### src/rtl/resource_arb_pkg.sv
// Shared types and constants for the round-robin resource arbiter.
package resource_arb_pkg;

  localparam int DATA_W_DEF      = 32;
  localparam int RESOURCE_OFFSET = 10;
  // Requester ids are carried at the widest supported size (16 requesters).
  localparam int ID_MAX_W        = 4;

  typedef struct packed {
    logic                valid;
    logic [ID_MAX_W-1:0] id;
  } pipe_stage_t;

endpackage

### src/rtl/resource_arbiter_rr_pick.sv
// Combinational round-robin picker: first eligible index after last_grant wins.
module rr_pick #(
  parameter int NUM_REQ = 4,
  parameter int ID_W    = $clog2(NUM_REQ)
) (
  input  logic [NUM_REQ-1:0] eligible,
  input  logic [ID_W-1:0]    last_grant,
  output logic [NUM_REQ-1:0] grant,
  output logic [ID_W-1:0]    winner,
  output logic               any_grant
);

  logic [ID_W-1:0] idx;

  // Scan NUM_REQ positions starting one past the previous winner, wrapping.
  always_comb begin
    grant     = '0;
    winner    = '0;
    any_grant = 1'b0;
    idx       = '0;
    for (int k = 1; k <= NUM_REQ; k++) begin
      idx = ID_W'((int'(last_grant) + k) % NUM_REQ);
      if (!any_grant && eligible[idx]) begin
        any_grant   = 1'b1;
        winner      = idx;
        grant[idx]  = 1'b1;
      end
    end
  end

endmodule

### src/rtl/resource_arbiter.sv
// Shares one externally connected 2-cycle resource between NUM_REQ requesters,
// tracking each accepted request so its result returns to the issuer.
module resource_arbiter
  import resource_arb_pkg::*;
#(
  parameter int NUM_REQ = 4,
  parameter int DATA_W  = DATA_W_DEF
) (
  input  logic                      clk,
  input  logic                      reset,
  input  logic                      enable,
  input  logic [NUM_REQ-1:0]        req_mask,
  input  logic [NUM_REQ-1:0]        req_valid,
  input  logic [NUM_REQ*DATA_W-1:0] req_data,
  output logic [NUM_REQ-1:0]        req_ready,
  output logic [NUM_REQ-1:0]        resp_valid,
  output logic [DATA_W-1:0]         resp_data,
  output logic                      resource_rst,
  output logic [DATA_W-1:0]         resource_input,
  input  logic [DATA_W-1:0]         resource_output,
  output logic                      busy
);

  localparam int ID_W = $clog2(NUM_REQ);

  logic [NUM_REQ-1:0] eligible;
  logic [NUM_REQ-1:0] grant;
  logic [ID_W-1:0]    winner;
  logic [ID_W-1:0]    last_grant;
  logic               any_grant;
  logic [DATA_W-1:0]  win_data;
  pipe_stage_t        s1;
  pipe_stage_t        s2;

  assign eligible     = req_valid & req_mask & {NUM_REQ{enable & reset}};
  assign req_ready    = grant;
  assign resource_rst = ~reset;
  assign resp_data    = resource_output;
  assign busy         = s1.valid | s2.valid;

  rr_pick #(.NUM_REQ(NUM_REQ), .ID_W(ID_W)) u_pick (
    .eligible  (eligible),
    .last_grant(last_grant),
    .grant     (grant),
    .winner    (winner),
    .any_grant (any_grant)
  );

  // Select the granted requester's word; grant is one-hot or zero.
  always_comb begin
    win_data = '0;
    for (int i = 0; i < NUM_REQ; i++) begin
      if (grant[i]) win_data = req_data[i*DATA_W +: DATA_W];
    end
  end

  // Decode the stage-2 id into the one-hot response strobe.
  always_comb begin
    resp_valid = '0;
    for (int i = 0; i < NUM_REQ; i++) begin
      resp_valid[i] = s2.valid & reset & (s2.id == ID_MAX_W'(i));
    end
  end

  // Launch accepted words into the resource and shadow its two-stage pipeline.
  always_ff @(posedge clk) begin
    if (!reset) begin
      resource_input <= '0;
      last_grant     <= '0;
      s1             <= '0;
      s2             <= '0;
    end else begin
      if (any_grant) begin
        resource_input <= win_data;
        last_grant     <= winner;
      end
      s1.valid <= any_grant;
      s1.id    <= ID_MAX_W'(winner);
      s2       <= s1;
    end
  end

endmodule

### config.mk
export PLATFORM = sky130hd
export DESIGN_NAME = resource_arbiter
export DESIGN_NICKNAME = d
export VERILOG_FILES = /design/src/rtl/resource_arb_pkg.sv /design/src/rtl/resource_arbiter_rr_pick.sv /design/src/rtl/resource_arbiter.sv
export SDC_FILE = /design/constraint.sdc
export NUM_CORES = 1
export LEC_CHECK = 0
export CAP_MARGIN = 15
export CORE_AREA = 4 4 107 109
export CTS_CLUSTER_DIAMETER = 60
export DETAILED_ROUTE_END_ITERATION = 6
export DIE_AREA = 0 0 111 113
export GPL_TIMING_DRIVEN = 0
export PLACE_DENSITY_LB_ADDON = 0.08
export RECOVER_POWER = 100
export SYNTH_ARGS = -nofsm -noshare
export SYNTH_HDL_FRONTEND = slang
export SYNTH_SLANG_ARGS = --single-unit
export TNS_END_PERCENT = 50
### constraint.sdc
create_clock -name clk -period 3 [get_ports clk]
set_input_delay 0.45 -clock clk [delete_from_list [all_inputs] [get_ports clk]]
set_output_delay 0.45 -clock clk [all_outputs]
set_load 0.02 [all_outputs]
# == After elaboration in Yosys (flattened, before gate mapping) ==
# Cells that the tools add are included.
# op_classes
bitwise_logic,13
order_cmp,8
muxes,32
eq_ne,3
addsub,4
n_reduce_logical,11
# ops
op,count
$mux W32,4
$mux W4,4
$lt A2 B3 Y1 const B,4
$mux W1,12
$or A4 B4 Y4,3
$and A4 B4 Y4,2
$bmux W1 S2,4
$demux W1 S2,4
$eq A4 B2 Y1 const B,2
$ge A2 B1 Y1 const B,4
$mux W2,4
$logic_and A1 B1 Y1,7
$and A1 B1 Y1,6
$add A2 B1 Y2 const B,2
$add A2 B2 Y2 const B,2
$eq A4 B1 Y1 const B,1
$logic_not A4 Y1,1
$logic_not A1 Y1,3
$not A1 Y1,1
$or A1 B1 Y1,1
# totals
elab_cells,78
in_bits,171
regBits,44
out_inout_bits,74

# == Logic depth before layout (Yosys ltp) ==
# Gate-level depths: netlist of the first run.
# logic_depth
word_depth,18
ltp_mapped,11
ltp_nobuf,8

# == By module ==
# Synthesis of the first run repeated with hierarchy kept, for this count alone.
# hier_totals
cells_unflattened,345
area_unflattened_um2,2955.3
# modules_own_cells
module,area_each_um2,cells_per_inst,n_inst,seq_area_each_um2
resource_arbiter,2326.0,259,1,800.8
rr_pick,629.4,86,1,0.0

# == Least setup slack after synthesis of the first run ==
# No wires, ideal clock.
# synth_path
kind,register to output
startpoint,reg last_grant[0]
endpoint,out req_ready[2]
stages_incl_launch_ff,11
arrival_time_ns,2.791
required_ns,2.550
path_slack_ns,-0.241
path_buffers,3
path_cell_list,dfxtp_1 -> clkbuf_1 -> inv_2 -> ha_1 -> mux4_2 -> nand3_1 -> a21oi_1 -> a221oi_2 -> buf_2 -> clkbuf_1 -> inv_1
# synth_between
elab_chain_cells,13
word_cells_on_any_way,48
classes_between,4 x add/sub; 8 x order compare; 23 x mux; 3 x bitwise; 10 x reduce/logical
# synth_lines
element,line,rtl
start: declaration,resource_arbiter.sv:29,logic [ID_W-1:0] last_grant;
start signal: assignment,resource_arbiter.sv:75,last_grant <= winner;
"parallel branches: the longest is 12 deep, another holds $lt A2 B3 Y1",-,
$mux W4 *,resource_arbiter_rr_pick.sv:23,if (!any_grant && eligible[idx]) begin
end: declaration,resource_arbiter.sv:15,"output logic [NUM_REQ-1:0] req_ready,"
# Mark *: on every way between the ends. The select of a mux whose other input is x is not followed.

# == Final worst setup path of the first run ==
# layout_path
startpoint,reg last_grant[1]
endpoint,out req_ready[3]
# The elaborated chain is that of the path after synthesis.

==> flow_metrics.env, run 1 <==
export IMPL_multi_input_area_um2=2040
export IMPL_synth_compound_area_share_pct=29.1
export IMPL_skew_ns=0.00390
export IMPL_synth_top_family_by_area="compound AO/OA/AOI/OAI gates"
export IMPL_start_util_pct=30.3
export IMPL_hp_class="reg2reg"
export IMPL_crit_chain="clkinvlp_4 > ha_4 > mux4_2 > buf_6 > nor4_4 > buf_4 > a22oi_2 > o21ai_2 > buf_6 > buf_6"
export IMPL_placed_area_um2=5510
export IMPL_grt_overflow=0
export IMPL_cts_tree="done"
export IMPL_worstSetupEndpointType="output port"
export IMPL_wl_per_cell_um=17.5
export IMPL_n_fill_cell=1001
export IMPL_slew_headroom_pct=69.4
export IMPL_tns_ns=0
export IMPL_die_x_um=111
export IMPL_dp_hpwl_um=10100
export IMPL_drv_slew=0
export IMPL_synth_ff_type="dfxtp_1"
export IMPL_drive_above_1_share_pct=23.9
export IMPL_synth_cell_types=36
export IMPL_fmax_mhz=338
export IMPL_die_area_um2=12500
export IMPL_syn_nets=559
export IMPL_cp_data_arrival_time_ns=2.51
export IMPL_r2r_end="resource_input[24]"
export IMPL_worstMarginPinSlew_ns=0.460
export IMPL_finalCriticalPeriod_ns=2.96
export IMPL_yosys_top_cells_area="dfxtp_1 25%, o31ai_2 12%, buf_4 8.6%"
export IMPL_clkTransAtPathRegs_ns=0.08
export IMPL_grt_max_degree=14
export IMPL_antenna_cells=0
export IMPL_synthMuxAreaShare_pct=4.91
export IMPL_period_share_pct=98.6
export IMPL_fp_dieH_um=113
export IMPL_grtUsageTotal_pct=20.1
export IMPL_grt_pass1_vias=3916
export IMPL_yosys_area_share_simple_pct=23.9
export IMPL_cp_required_ns=2.55
export IMPL_startpoint_type="flip-flop"
export IMPL_pre_cts_slack_ns=-1.11
export IMPL_r2r_cells=12
export IMPL_num_nets_final=799
export IMPL_synth_edf_count=0
export IMPL_grt_antenna_before_repair=0
export IMPL_ir_drop_mv=0.182
export IMPL_hold_ws_ns=0.437
export IMPL_cts_root_buf="clkbuf_8"
export IMPL_crit_type="reg2out"
export IMPL_worstSkewPairLatency_ns=0.29
export IMPL_slowest_delay_ns=0.54
export IMPL_place_gp_congestion=0.805
export IMPL_htreeDepth=2
export IMPL_cp_slowest_cell="mux4_2"
export IMPL_status="completed"
export IMPL_io_pins=245
export IMPL_synth_seq_cells=40
export IMPL_r2r_start="last_grant[1]"
export IMPL_core_um2=10600
export IMPL_seq_area_um2=808
export IMPL_ant_nets=0
export IMPL_setup_violations=0
export IMPL_hold_violations=0
export IMPL_design_area_um2=5920
export IMPL_vias=3864
export IMPL_synthAdderAreaFrac_pct=3.12
export IMPL_synth_cells=380
export IMPL_cts_buffers=5
export IMPL_syn_cell_area_um2=3210
export IMPL_dr_pass1_iters=4
export IMPL_routed_wl_um=13300
export IMPL_startpoint="last_grant[1]"
export IMPL_seq_area_frac_synth_pct=24.9
export IMPL_setup_ws_ns=0.0424
export IMPL_synth_xor_area_share_pct=0.273
export IMPL_syn_avg_cell_area_um2=8.45
export IMPL_yosysWarnings=0
export IMPL_hold_depth=1
export IMPL_holdCritStartpoint="s1[0]"
export IMPL_async_flop_share_pct=0
export IMPL_drt_iter0_markers=212
export IMPL_holdPathEnd="s2[0]"
export IMPL_crit_fanout=3
export IMPL_grt_pass1_wl_um=20500
export IMPL_p_leak_nw=2.41
export IMPL_clockBufferDepth=2
export IMPL_reg2reg_slack_ns=0.16
export IMPL_holdBufCountCts=0
export IMPL_syn_to_final_growth_pct=84.4
export IMPL_max_cap_violations=0
export IMPL_viasPerCell=5.08
export IMPL_power_per_cell_area_nw_per_um2=405
export IMPL_drc=0
export IMPL_rsz0062_at_grt="true"
export IMPL_rows=38
export IMPL_fin_util_pct=55.9
export IMPL_port_buffers=212
export IMPL_cts_sinks=40
export IMPL_synth_top_area_share_pct=24.9
export IMPL_cpMostUsedCell="buf_6"
export IMPL_synth_area_leader_cell="dfxtp_1"
==> through the flow <==
step | instances | total power, W
2_1_floorplan | 380 | 0.00143
5_1_grt | 760 | 0.00254
4_1_cts | 763 | 0.00249
3_5_place_dp | 732 | 0.00202
6_report | 760 | 0.00240
3_3_place_gp | 732 | 0.00200
==> layout by cell type, fill, tap and decap left out, types with 4 or more instances in the layout <==
cell type	count
clkbuf_2	5
nand4_1	37
clkbuf_8	5
dfxtp_1	38
buf_6	12
nor2_1	37
buf_2	5
dlymetal6s2s_1	8
a22oi_1	33
o31ai_2	30
o21ai_0	36
and3_1	33
ha_1	7
mux4_2	7
buf_4	59
clkdlybuf4s50_1	128
a21oi_1	6
clkbuf_1	9
dlygate4sd3_1	70
nand2_1	4
==> flip-flops by register name (all words and copies together) (netlist names) <==
signal,cells
last_grant,2
s1,3
resource_input,32
s2,3
==> cell usage after synthesis, drive strengths merged, types with 6 or more instances <==
library cell and number:
buf 52, clkbuf 15, ha 8, nor2 38
and3 33, nand2 6, o31ai 32, nand4 37
dfxtp 40, a21oi 7, o21ai 38, a22oi 34
mux4 7
==> worst max-delay path by stage <==
stage                    to  cells after the start
2_1_floorplan  req_ready[2]                     10
3_3_place_gp   req_ready[3]                      9
3_5_place_dp   req_ready[3]                      9
4_1_cts        req_ready[2]                     11
5_1_grt        req_ready[3]                     10
6_report       req_ready[3]                     10
==> metal layers <==
layer | up-vias | GRT usage [%] | part of all wire (%)
li1 | 1896 | - | -
met1 | 1792 | 24.2 | 42
met2 | 158 | 35.9 | 50
met3 | 18 | 4.81 | 6.2
met4 | 0 | 5.67 | 2.1
met5 | - | 0 | 0
==> layout make-up <==
| cell class | instances | area share (%) |
|---|---|---|
| Multi-Input combinational cell | 269 | 34.4 |
| Inverter | 4 | 0.444 |
| Sequential cell | 40 | 13.6 |
| Buffer | 63 | 7.88 |
| Tap cell | 140 | 2.96 |
| Timing Repair Buffer | 237 | 39.3 |
| Clock inverter | 1 | 0.0845 |
| Clock buffer | 6 | 1.23 |
==> worst max-delay path: cells and delay by family, from the launching register on <==
kind | cells | cell delay, ns
multiplexers | 1 | 0.54
AND/OR/NAND/NOR | 1 | 0.20
flip-flops | 1 | 0.37
adder cells (fa/ha/maj) | 1 | 0.28
buffers and inverters | 5 | 0.67
AO/OA/AOI/OAI | 2 | 0.14
==> report_power, final <==
part / switching (W) / internal [W]
clock network: 0.000203 / 0.000159
logic: 0.000664 / 0.000673
registers: 0.0000547 / 0.000647
total: 0.000921 / 0.00148
==> kinds of logic (layout without fill, tap and decap cells) <==
logic type | after synthesis | count (layout)
flops | 40 | 40
compound gates | 117 | 117
xor+xnor | 1 | 1
mux | 7 | 7
fa+ha+maj | 8 | 8
buf+inv | 71 | 311
simple gates | 136 | 136
==> timing repair <==
item	CTS	global route
hold endpoints to repair	0	0
pin swaps	7	7
setup endpoints to repair	37	35
resized for setup	67	18
setup buffers	24	1
Power figures use the tool's default switching activity.
==> run 2: changes to the inputs <==
- CORE_AREA: 4 4 107 109 -> 4 4 99 101
- DIE_AREA: 0 0 111 113 -> 0 0 103 105
- SETUP_SLACK_MARGIN: unset -> 0.3
- clock period: 3 -> 3.5 ns (I/O delays scaled with it)
==> run 2 against run 1 <==
Net effect:
- routed wire length grew 0.72%
- register-to-register slack gained 0.19 ns
- utilization grew 10 points
- count of clock-buffer cells in the layout is the same
- clock skew grew 0.0026 ns
- flip-flop and latch count is the same
- clock power shrank 14%
- critical endpoint unchanged
- largest power group unchanged
==> flow_metrics.env, run 2 (same netlist as run 1, synthesis figures left out) <==
export IMPL_worstMarginPinSlew_ns=0.525
export IMPL_core_um2=9020
export IMPL_tns_ns=0
export IMPL_p_leak_nw=2.44
export IMPL_layout_commonest_cell="clkdlybuf4s50_1"
export IMPL_slew_headroom_pct=65.0
export IMPL_placed_area_um2=5470
export IMPL_power_per_cell_area_nw_per_um2=348
export IMPL_r2r_end="resource_input[7]"
export IMPL_drv_slew=0
export IMPL_r2r_start="last_grant[0]"
export IMPL_largest_reg_flops=32
export IMPL_status="completed"
export IMPL_r2r_cells=14
export IMPL_rows=35
export IMPL_grt_pass1_vias=4145
export IMPL_ant_nets=0
export IMPL_finalNonFillerCells=744
export IMPL_reg2reg_slack_ns=0.35
export IMPL_hp_class="reg2reg"
export IMPL_p_sw_share_pct=38.3
export IMPL_drt_iter0_markers=115
export IMPL_die_x_um=103
export IMPL_vias=3967
export IMPL_start_util_pct=35.6
export IMPL_antenna_cells=0
export IMPL_num_nets_final=812
export IMPL_dp_hpwl_um=9910
export IMPL_period_share_pct=92.3
export IMPL_die_area_um2=10800
export IMPL_routed_wl_um=13400
export IMPL_cts_buffers=5
export IMPL_fmax_mhz=309
export IMPL_grt_antenna_before_repair=0
export IMPL_finalCriticalPeriod_ns=3.23
export IMPL_internal_power_w=0.00128
export IMPL_startpoint="last_grant[0]"
export IMPL_n_fill_cell=796
export IMPL_syn_to_final_growth_pct=85.3
export IMPL_max_cap_violations=0
export IMPL_cts_root_buf="clkbuf_8"
export IMPL_drive_above_1_share_pct=24.2
export IMPL_rsz0062_at_grt="true"
export IMPL_crit_type="reg2out"
export IMPL_setup_violations=0
export IMPL_worstSetupEndpointType="output port"
export IMPL_p_clk_share_pct=15.1
export IMPL_cp_data_arrival_time_ns=2.71
export IMPL_io_pins=245
export IMPL_dr_pass1_iters=4
export IMPL_ir_drop_mv=0.154
export IMPL_port_buffers=212
export IMPL_power_frac_comb_pct=56.0
export IMPL_design_area_um2=5950
export IMPL_grtUsageTotal_pct=23.7
export IMPL_wl_per_cell_um=18.0
export IMPL_startpoint_type="flip-flop"
export IMPL_place_gp_congestion=0.830
export IMPL_cts_tree="done"
export IMPL_cts_sinks=40
export IMPL_viasPerCell=5.33
export IMPL_crit_fanout=13
export IMPL_worstSkewPairLatency_ns=0.30
export IMPL_p_total_w=0.00207
export IMPL_clockBufferDepth=2
export IMPL_grt_overflow=0
export IMPL_power_net_switching_w=0.000795
export IMPL_fp_dieH_um=105
export IMPL_final_cell_mix="128 x clkdlybuf4s50_1, 70 x dlygate4sd3_1, 67 x buf_4"
export IMPL_skew_ns=0.00649
export IMPL_drc=0
export IMPL_grt_pass1_wl_um=20400
export IMPL_cp_required_ns=2.97
export IMPL_top_regs="resource_input x32, s1 x3, s2 x3"
export IMPL_hold_violations=0
export IMPL_cp_endpoint="req_ready[3]"
export IMPL_seqPwrFrac_pct=28.9
export IMPL_hold_ws_ns=0.442
export IMPL_grt_max_degree=14
export IMPL_holdBufCountCts=0
export IMPL_dp_cells=703
export IMPL_htreeDepth=2
export IMPL_largest_register="resource_input"
export IMPL_clkTransAtPathRegs_ns=0.08
## run 2: cell count changes in the layout (fill, tap and decap cells not counted), sizes merged
cell         before  now
dlygate4sd2       1    0
buf              76   86
clkbuf           23   27
## run 2: area by class of cell
type | count | area, µm² | share of cell area [%]
multi-input combinational | 269 | 2020 | 33.9
inverter | 4 | 26.3 | 0.442
tap | 111 | 139 | 2.33
clock inverter | 1 | 5.00 | 0.0841
timing repair buffer | 246 | 2380 | 40.0
clock buffer | 6 | 72.6 | 1.22
sequential | 40 | 808 | 13.6
buffer | 67 | 502 | 8.43
## run 2: metal layers
| layer | part of all wire (%) | track usage, % | vias to the layer above |
|---|---|---|---|
| met3 | 8.5 | 6.14 | 24 |
| met5 | 0 | 0 | - |
| met4 | 2.1 | 7.22 | 0 |
| li1 | - | - | 1923 |
| met1 | 38 | 27.1 | 1840 |
| met2 | 51 | 42.2 | 180 |
## run 2: worst min path at each step
stage / from / end / slack, ns / cells past startpoint
finish: s1[0] / s2[0] / 0.44 / 1
global route: s1[1] / s2[1] / 0.47 / 1
CTS: s1[0] / s2[0] / 0.44 / 1
detailed placement: s1[0] / s2[0] / 0.42 / 1
global placement: s1[0] / s2[0] / 0.42 / 1
floorplan: s1[0] / s2[0] / 0.41 / 1
## run 2: through the flow
stage | setup slack (ns) | utilization (%)
after global placement | -0.660 | 60.7
after global routing | 0.139 | 66.0
final | 0.268 | 66.0
after CTS | 0.267 | 64.7
after detailed placement | -0.719 | 60.7
after floorplan | 0.311 | -
## run 2: worst max-delay path: stages (launching register included)
cell,delay [ns]
dfxtp_4,0.35
clkbuf_8,0.13
inv_6,0.06
ha_1,0.32
buf_4,0.14
buf_4,0.10
mux4_2,0.52
nor2_1,0.22
a22oi_2,0.10
o21ai_2,0.20
buf_6,0.13
buf_4,0.13
## run 2: power by group through the flow
stage | Clock, W | Sequential (W) | Combinational (W)
floorplan | 0 | 0.000716 | 0.000509
global placement | 0 | 0.000612 | 0.00110
detailed placement | 0 | 0.000615 | 0.00111
CTS | 0.000318 | 0.000603 | 0.00119
global route | 0.000335 | 0.000611 | 0.00125
finish | 0.000312 | 0.000599 | 0.00116
## run 2: repair_timing
action / in CTS / in global routing
resized for setup: 54 / 30
setup buffers: 23 / 11
setup endpoints to repair: 36 / 23
pin swaps: 6 / 11
==> run 3: changes to the inputs <==
- CAP_MARGIN: 15 -> 10
- CORE_AREA: 4 4 99 101 -> 4 4 107 109
- DIE_AREA: 0 0 103 105 -> 0 0 111 113
- clock period: 3.5 -> 2.93 ns (I/O delays scaled with it)
==> run 3 against run 2 <==
Net effect:
- the flow now finishes with violations (negative setup slack)
- clock skew decreased by 0.0011 ns
- count of clock-buffer cells in the layout rose by 1
- first-iteration DRC count grew 86%
- combinational power up 37%
- sequential power grew 20%
- total power rose by 37%
- setup slack lost 0.45 ns
- largest power group unchanged
==> flow_metrics.env, run 3 (same netlist as run 1, synthesis figures left out) <==
export IMPL_met2_usage_pct=36.9
export IMPL_cpMostUsedCell="buf_6"
export IMPL_drc=0
export IMPL_final_cell_mix="133 x clkdlybuf4s50_1, 70 x dlygate4sd3_1, 65 x buf_4"
export IMPL_crit_fanout=4
export IMPL_grt_pass1_wl_um=21300
export IMPL_dr_pass1_iters=6
export IMPL_die_x_um=111
export IMPL_hp_class="reg2reg"
export IMPL_ir_drop_mv=0.194
export IMPL_grt_max_degree=14
export IMPL_p_leak_nw=2.63
export IMPL_clkTransAtPathRegs_ns=0.09
export IMPL_top_regs="resource_input x32, s1 x3, s2 x3"
export IMPL_io_pins=245
export IMPL_cts_root_buf="clkbuf_8"
export IMPL_layout_commonest_cell="clkdlybuf4s50_1"
export IMPL_drv_slew=0
export IMPL_largest_register="resource_input"
export IMPL_pre_cts_slack_ns=-1.12
export IMPL_grt_pass1_vias=3956
export IMPL_max_cap_violations=0
export IMPL_hold_violations=0
export IMPL_holdBufCountCts=0
export IMPL_place_gp_congestion=0.815
export IMPL_crit_type="in2out"
export IMPL_startpoint_type="primary input"
export IMPL_skew_ns=0.00536
export IMPL_largest_reg_flops=32
export IMPL_syn_to_final_growth_pct=103
export IMPL_rows=38
export IMPL_gr_max_usage_layer="met2"
export IMPL_cts_sinks=40
export IMPL_cp_slowest_cell="mux4_2"
export IMPL_cp_required_ns=2.49
export IMPL_use_met1_pct=25.7
export IMPL_num_nets_final=824
export IMPL_viasPerCell=5.06
export IMPL_period_share_pct=106
export IMPL_start_util_pct=30.3
export IMPL_setup_ws_ns=-0.182
export IMPL_grt_antenna_before_repair=0
export IMPL_cts_tree="done"
export IMPL_placed_area_um2=5570
export IMPL_rsz0062_at_grt="true"
export IMPL_worstSkewPairLatency_ns=0.31
export IMPL_power_per_cell_area_nw_per_um2=434
export IMPL_routed_wl_um=14000
export IMPL_slowest_delay_ns=0.50
export IMPL_cp_data_arrival_time_ns=2.67
export IMPL_slew_headroom_pct=67.6
export IMPL_n_fill_cell=947
export IMPL_seq_area_um2=808
export IMPL_met3_usage_pct=4.28
export IMPL_tns_ns=-0.506
export IMPL_worstMarginPinSlew_ns=0.486
export IMPL_die_area_um2=12500
export IMPL_grt_overflow=0
export IMPL_status="finished with violations"
export IMPL_p_total_w=0.00284
export IMPL_crit_chain="clkdlybuf4s50_1 > nand4_1 > buf_4 > mux4_2 > nand3_2 > a21oi_2 > a221oi_4 > buf_6 > clkbuf_16 > inv_4 > buf_6"
export IMPL_finalCriticalPeriod_ns=3.11
export IMPL_fmax_mhz=321
export IMPL_design_area_um2=6530
export IMPL_vias=3975
export IMPL_worstSetupEndpointType="output port"
export IMPL_port_buffers=212
export IMPL_fin_util_pct=61.6
export IMPL_clockBufferDepth=2
export IMPL_drt_iter0_markers=214
export IMPL_cts_buffers=5
export IMPL_ant_nets=0
export IMPL_core_um2=10600
export IMPL_drive_above_1_share_pct=32.4
export IMPL_antenna_cells=0
export IMPL_htreeDepth=2
export IMPL_dp_hpwl_um=10100
export IMPL_grtUsageTotal_pct=20.9
export IMPL_multi_input_area_um2=2230
export IMPL_wl_per_cell_um=17.8
export IMPL_fp_dieH_um=113
export IMPL_violations="negative setup slack"
export IMPL_setup_violations=5
run 3: metrics by stage:
step | hold slack [ns] | cells
after floorplan | 0.412 | 380
after global placement | 0.421 | 732
after detailed placement | 0.420 | 732
after CTS | 0.443 | 767
after global routing | 0.449 | 786
final | 0.440 | 786
run 3: routing by layer:
layer	vias up	share of wire, %
li1	1947	-
met1	1855	42
met2	155	50
met3	18	6.1
met4	0	1.8
met5	-	0
run 3: worst paths after layout:
check,from,endpoint,slack (ns),cells after the start
setup reg to reg,last_grant[1],resource_input[9],0.06,14
setup / recovery,req_mask[1],req_ready[2],-0.18,11
hold / removal,s1[1],s2[1],0.44,1
hold reg to reg,s1[1],s2[1],0.44,1
run 3: power by group:
group          switching (W)  internal [W]
logic               0.000738      0.000848
clock network       0.000230      0.000301
registers          0.0000555      0.000663
total                0.00102       0.00181
run 3: cell type report:
cell class | instances | share of cell area, %
plain buffers | 67 | 9.29
clock buffers | 7 | 1.48
clock inverters | 1 | 0.460
inverters | 4 | 0.402
multi-input cells | 269 | 34.2
flip-flops and latches | 40 | 12.4
well taps | 140 | 2.68
repair buffers | 258 | 39.1
run 3: repair_timing:
action,CTS,global route
pin swaps,15,17
gates resized for setup,80,85
setup endpoints to repair,37,37
gates cloned,1,3
buffers inserted,26,16
run 3: worst max-delay path: cells and delay by family:
kind / cells / cell delay [ns]
AO/OA/AOI/OAI: 2 / 0.29
buffers and inverters: 6 / 1.12
multiplexers: 1 / 0.50
AND/OR/NAND/NOR: 2 / 0.32
